<file path="src/rtl/qtree_operand_sequencer.sv">
// qtree_operand_sequencer
//   Merges NUM_CH AXI-Stream operand channels onto the single token stream
//   consumed by a quadtree accelerator wrapper. Each channel is buffered in
//   its own FIFO. Operands are emitted whole, in strict channel order
//   0..NUM_CH-1, repeating. The output carries the source channel on m_tuser,
//   a per-operand token count, and a pulse when the last operand of a round
//   has been accepted downstream.
//
// Ports
//   aclk        clock, everything on the rising edge
//   areset      synchronous active-high reset
//   s_tdata     NUM_CH packed tokens; channel c at [c*TOKEN_W +: TOKEN_W]
//   s_tvalid    per-channel valid
//   s_tlast     per-channel last token of an operand
//   s_tready    per-channel ready (FIFO not full; low during reset)
//   m_tdata     merged token
//   m_tvalid    merged valid
//   m_tlast     last token of the current operand
//   m_tuser     channel index of m_tdata
//   m_tready    downstream ready
//   tok_count   tokens emitted for the current operand, including m_tdata
//   round_done  one-cycle pulse after the last token of channel NUM_CH-1
//               is accepted downstream
//   cnt_ovf     sticky: some operand exceeded 2^CNT_W-1 tokens
module qtree_operand_sequencer #(
   parameter int unsigned TOKEN_W    = 67,
   parameter int unsigned NUM_CH     = 3,
   parameter int unsigned FIFO_DEPTH = 8,
   parameter int unsigned CNT_W      = 16,
   localparam int unsigned USER_W    = (NUM_CH > 1) ? $clog2(NUM_CH) : 1
) (
   input  logic                      aclk,
   input  logic                      areset,
   input  logic [NUM_CH*TOKEN_W-1:0] s_tdata,
   input  logic [NUM_CH-1:0]         s_tvalid,
   input  logic [NUM_CH-1:0]         s_tlast,
   output logic [NUM_CH-1:0]         s_tready,
   output logic [TOKEN_W-1:0]        m_tdata,
   output logic                      m_tvalid,
   output logic                      m_tlast,
   output logic [USER_W-1:0]         m_tuser,
   input  logic                      m_tready,
   output logic [CNT_W-1:0]          tok_count,
   output logic                      round_done,
   output logic                      cnt_ovf
);

   localparam int unsigned PTR_W  = (FIFO_DEPTH > 1) ? $clog2(FIFO_DEPTH) : 1;
   localparam int unsigned FCNT_W = PTR_W + 1;

   localparam logic [USER_W-1:0] LastCh = USER_W'(NUM_CH - 1);
   localparam logic [CNT_W-1:0]  CntMax = {CNT_W{1'b1}};
   localparam logic [FCNT_W-1:0] Full   = FCNT_W'(FIFO_DEPTH);

   // FIFO entries are {tlast, tdata}
   logic [TOKEN_W:0]    fifo_head [NUM_CH];
   logic [NUM_CH-1:0]   fifo_empty;
   logic [NUM_CH-1:0]   fifo_wr;
   logic [NUM_CH-1:0]   fifo_rd;

   logic [USER_W-1:0]   cur_ch_q;
   logic                first_tok_q;
   logic [TOKEN_W:0]    head_sel;
   logic                head_valid;
   logic                load;

   for (genvar c = 0; c < NUM_CH; c++) begin : g_ch
      logic [TOKEN_W:0]    mem [FIFO_DEPTH];
      logic [PTR_W-1:0]    wr_ptr_q;
      logic [PTR_W-1:0]    rd_ptr_q;
      logic [FCNT_W-1:0]   fcnt_q;

      // Ready looks only at the registered count, so a full FIFO never
      // accepts a write even if it is being read in the same cycle.
      assign s_tready[c]   = !areset && (fcnt_q != Full);
      assign fifo_empty[c] = (fcnt_q == '0);
      assign fifo_wr[c]    = s_tvalid[c] && s_tready[c];
      assign fifo_rd[c]    = load && (cur_ch_q == USER_W'(c));
      assign fifo_head[c]  = mem[rd_ptr_q];

      always_ff @(posedge aclk) begin
         if (fifo_wr[c]) begin
            mem[wr_ptr_q] <= {s_tlast[c], s_tdata[c*TOKEN_W +: TOKEN_W]};
         end
      end

      always_ff @(posedge aclk) begin
         if (areset) begin
            wr_ptr_q <= '0;
            rd_ptr_q <= '0;
            fcnt_q   <= '0;
         end else begin
            if (fifo_wr[c]) begin
               wr_ptr_q <= wr_ptr_q + 1'b1;
            end
            if (fifo_rd[c]) begin
               rd_ptr_q <= rd_ptr_q + 1'b1;
            end
            if (fifo_wr[c] && !fifo_rd[c]) begin
               fcnt_q <= fcnt_q + 1'b1;
            end else if (!fifo_wr[c] && fifo_rd[c]) begin
               fcnt_q <= fcnt_q - 1'b1;
            end
         end
      end
   end

   // Head of the FIFO belonging to the channel currently being serviced
   always_comb begin
      head_sel   = '0;
      head_valid = 1'b0;
      for (int c = 0; c < NUM_CH; c++) begin
         if (cur_ch_q == USER_W'(c)) begin
            head_sel   = fifo_head[c];
            head_valid = !fifo_empty[c];
         end
      end
   end

   assign load = (!m_tvalid || m_tready) && head_valid;

   always_ff @(posedge aclk) begin
      if (areset) begin
         m_tvalid    <= 1'b0;
         m_tdata     <= '0;
         m_tlast     <= 1'b0;
         m_tuser     <= '0;
         cur_ch_q    <= '0;
         first_tok_q <= 1'b1;
         tok_count   <= '0;
         cnt_ovf     <= 1'b0;
         round_done  <= 1'b0;
      end else begin
         round_done <= m_tvalid && m_tready && m_tlast && (m_tuser == LastCh);

         if (load) begin
            m_tvalid    <= 1'b1;
            m_tdata     <= head_sel[TOKEN_W-1:0];
            m_tlast     <= head_sel[TOKEN_W];
            m_tuser     <= cur_ch_q;
            // The token after a tlast starts a new operand
            first_tok_q <= head_sel[TOKEN_W];

            if (first_tok_q) begin
               tok_count <= CNT_W'(1);
            end else if (tok_count == CntMax) begin
               cnt_ovf <= 1'b1;
            end else begin
               tok_count <= tok_count + 1'b1;
            end

            // Advance straight away so the next load can come from the
            // next channel without a bubble.
            if (head_sel[TOKEN_W]) begin
               cur_ch_q <= (cur_ch_q == LastCh) ? '0 : cur_ch_q + 1'b1;
            end
         end else if (m_tready) begin
            m_tvalid <= 1'b0;
         end
      end
   end

endmodule

</file>
<file path="config.mk">
export PLATFORM = sky130hd
export DESIGN_NAME = qtree_operand_sequencer
export DESIGN_NICKNAME = d
export VERILOG_FILES = /design/src/rtl/qtree_operand_sequencer.sv
export SDC_FILE = /design/constraint.sdc
export NUM_CORES = 2
export LEC_CHECK = 0
export CAP_MARGIN = 5
export CORE_UTILIZATION = 30
export DETAILED_ROUTE_END_ITERATION = 7
export GPL_ROUTABILITY_DRIVEN = 0
export PLACE_DENSITY = 0.49
export RECOVER_POWER = 100
export SYNTH_ARGS = -nofsm -noshare
export SYNTH_HDL_FRONTEND = slang
export SYNTH_SLANG_ARGS = --single-unit
</file>
<file path="constraint.sdc">
create_clock -name aclk -period 7.1 [get_ports aclk]
set_input_delay 1.42 -clock aclk [delete_from_list [all_inputs] [get_ports aclk]]
set_output_delay 1.42 -clock aclk [all_outputs]
set_load 0.05 [all_outputs]
</file>
==> key figures <==
Power and ir drop
  • Sw power: 7.64 mW
  • Pint: 19.3 mW
  • Combinational power share: 0.182
  • Sequential share of power: 0.452
  • Max VDD drop: 196 uV
  • Clk network pwr share: 0.366
  • Pwr per Cell Area: 338 nW/um^2
  • Fraction of power spent switching nets: 0.283
  • Static leakage: approximately 24 nW

Final layout
  • Area delta synth->final: 19.2%
  • Fillers: ~20000
  • Share of layout cells above drive strength 1: 0.228
  • Finished Layout Cells: ~6600
  • Nets: approximately 3700
  • Fin area: 79900 um^2
  • Multi-input gate area: between 10000 and 15000 um^2
  • FF+latch area: 51700 um^2

Worst setup path
  • Crit Path Category: in -> reg
  • Reg-to-reg endpoint: cur_ch_q[1]
  • Crit path DAT: 5.90 ns
  • Critical path launch point type: input pin
  • Worst-path maximum fanout: 43
  • FF-to-FF setup slack: ~1.9 ns
  • R2R depth: 5
  • CP Data Required Time: ~7.6 ns
  • Setup crit end kind: register
  • R2r startpoint: cur_ch_q[1]

Synth
  • Synth unique cells: 49
  • Top post-synthesis cells by area: edfxtp_1, mux4_2, dfxtp_1
  • #FFs+latches synth: roughly 1800
  • Commonest cells in the synthesized netlist: edfxtp_1, mux4_2, mux2i_1
  • Most common cell in the netlist: edfxtp_1
  • Post-synthesis area per instance: 22.1 um^2
  • Synthesis Warnings: 0
  • Post-Synth Adder-Cell Area: 0.00388
  • Cell count after synthesis: 3036
  • Post-Synth Simple-Gate Area: 0.0107
  • Predominant post-synthesis flop cell: edfxtp_1
  • Mux cell area share after synthesis: 0.168
  • EDFF count, synth: 1632
  • Asr flop ratio synth: 0
  • Seq/Total Area, Yosys: 0.770
  • Compound-Gate Fraction of Synth Area: 0.0307
  • Top cell type's share of synthesized area: 0.731
  • Mapped Nets: 3265
  • Top cell type by total area after synthesis: edfxtp_1
  • Largest family of logic cells by synthesized area: multiplexers
  • XOR/XNOR share of the synthesized area: 0.00235
  • Netlist Area Pre-Place: 67000 um^2

Place
  • IO Port Bufs: 301
  • Hpwl dp: 120000 um
  • Setup Slack @ Placement: 2.52 ns
  • Placed cells: 6212
  • DP Area: 73900 um^2

Timing
  • Final setup vio count: 0
  • Setup_tns: 0 ns
  • Post-route clock period utilization: 0.763
  • Worst relative slew slack: -1.38
  • PnR worst setup slack: 1.68 ns
  • Final min period: 5.42 ns
  • Max Clock Freq: 185 MHz
  • RSZ-0062 raised after global routing: false
  • Smallest hold slack: around 0.46 ns
  • Slew @ Worst Pin: around 3.6 ns
  • Setup Skew: 0.0282 ns
  • Number of hold violations in the final report: 0
  • Fin. max-slew vios: 1008

Floorplanning
  • # rows: around 170
  • Die height: about 470 um
  • IO Count: 302
  • Die X: 475 um
  • Initial Utilization: 0.302
  • Core region area: about 220000 um^2
  • Die area: 225000 um^2

Global route
  • GR Util All Layers: 0.163
  • GRT overflow: 0
  • Global-route wire length before repair: 258000 um
  • Pin count of the biggest net entering global routing: 95
  • Vias in the first global route: between 30000 and 40000
  • Initial antenna violation count: 113

Outcome
  • Failing checks: capacitance limit, slew limit
  • Status: finished with violations

Clocking
  • H-Tree Depth: 4
  • Clock sink count: 1763
  • Root Buffer: clkbuf_16
  • Post-CTS sizing: 0
  • Clock slew at the register clock pins of the worst setup and hold paths: 0.06 ns
  • CTS Hold Buffers Added: 0
  • Worst-skew pair later-pin latency: 0.84 ns
  • Clk buf depth: 3
  • CTS tree: yes
  • Buffer count from post-CTS setup fixing: 0
  • Num CTS Buffers: 191

Worst hold path
  • Hold Crit Class: reg -> reg
  • Hold Path Sink: round_done
  • Hold Crit Depth: 2
  • HP Start: m_tuser[1]

Drt
  • Pre-Repair DR Iteration Count: 5
  • Post-DR vias/cell: 4.86
  • Final ANT Viol Nets: 0
  • DRC: 0
  • DR iter-0 viols: ~2900
  • Routed WL per cell: 28.1 um
  • Post-Route WL: about 190000 um
  • Via count: 32121

Run
  • Max-Cap Viols: 31
-- cell families after synthesis --
logic type / Yosys count
AO/OA/AOI/OAI: 285
AND/OR/NAND/NOR: 145
adder cells (fa/ha/maj): 19
flip-flops: 1763
buffers and inverters: 188
multiplexers: 618
XOR/XNOR: 18
-- cells in the final DEF, fill, tap and decap left out, types with 4 or more instances in the layout --
master         instances
edfxtp_1            1632
mux4_2               407
dlygate4sd3_1        299
mux2i_1              210
clkbuf_16            193
dfxtp_1              122
o21ai_0               78
clkbuf_1              71
o221a_2               68
o22ai_1               67
nor2_1                43
clkinv_1              41
a21oi_1               39
buf_4                 39
diode_2               33
clkinv_2              30
nand2_1               29
bufinv_16             17
ha_1                  16
nand2b_1              14
xor2_1                12
o31ai_1               12
inv_1                 11
nand3_1               11
or4_1                 11
buf_12                11
nor3_1                10
dfxtp_4                9
clkbuf_8               8
or3_1                  7
xnor2_1                6
clkinv_8               6
clkbuf_2               5
a211oi_1               4
o211ai_1               4
nor2_4                 4
clkinvlp_4             4
-- critical path: stages --
cell	delay (ns)
dlygate4sd3_1	0.53
inv_1	0.05
a211oi_1	0.30
clkbuf_1	0.41
nand2b_1	0.34
nor2_1	2.43
buf_12	0.35
-- cell type report --
cell class,count,area share
multi-input combinational,1085,0.181
inverter,12,0.000579
antenna,33,0.00103
timing repair buffer,377,0.0454
tap,2975,0.0466
clock inverter,108,0.0141
clock buffer,251,0.0642
sequential,1763,0.647
-- power groups by stage --
stage          clock (mW)  sequential, mW  combinational, mW
5_1_grt              10.5            12.2               5.23
4_1_cts              10.1            12.2               5.12
3_3_place_gp            0            12.4               5.08
2_1_floorplan           0            12.6               2.86
6_report             9.88            12.2               4.91
3_5_place_dp            0            12.4               5.11
-- worst max path at each step --
stage                            from                 end  slack [ns]  cells after the start
after floorplan                areset   g_ch[1].mem[2][0]        1.42                      4
after global placement    s_tvalid[0]  g_ch[0].mem[1][52]        2.51                      8
after detailed placement  s_tvalid[0]  g_ch[0].mem[2][44]        2.52                      7
after CTS                      areset         s_tready[1]        2.80                      4
after global routing      s_tvalid[1]  g_ch[1].mem[1][47]        1.39                      8
final                     s_tvalid[0]  g_ch[0].mem[2][40]        1.68                      7
-- layer usage --
metal | track usage | share of wire | up-vias
li1 | - | - | 13711
met1 | 0.223 | 0.43 | 17153
met2 | 0.260 | 0.48 | 903
met3 | 0.0358 | 0.061 | 312
met4 | 0.0444 | 0.025 | 42
met5 | 0 | 0.0014 | -
-- flip-flops by register name, summed over array words and instances, names as in the netlist, 2 cells and up, named ones only --
signal and flops:
g_ch.mem 1632, m_tdata 67, tok_count 16, g_ch.fcnt_q 12, g_ch.rd_ptr_q 9, g_ch.wr_ptr_q 9, cur_ch_q 2, m_tuser 2
-- metrics by stage --
stage | total power, mW | utilization
5_1_grt | 27.9 | 0.359
6_report | 27.0 | 0.360
3_3_place_gp | 17.5 | 0.333
3_5_place_dp | 17.5 | 0.333
4_1_cts | 27.5 | 0.361
2_1_floorplan | 15.5 | -
No activity file was read; power rests on OpenSTA's default activity.
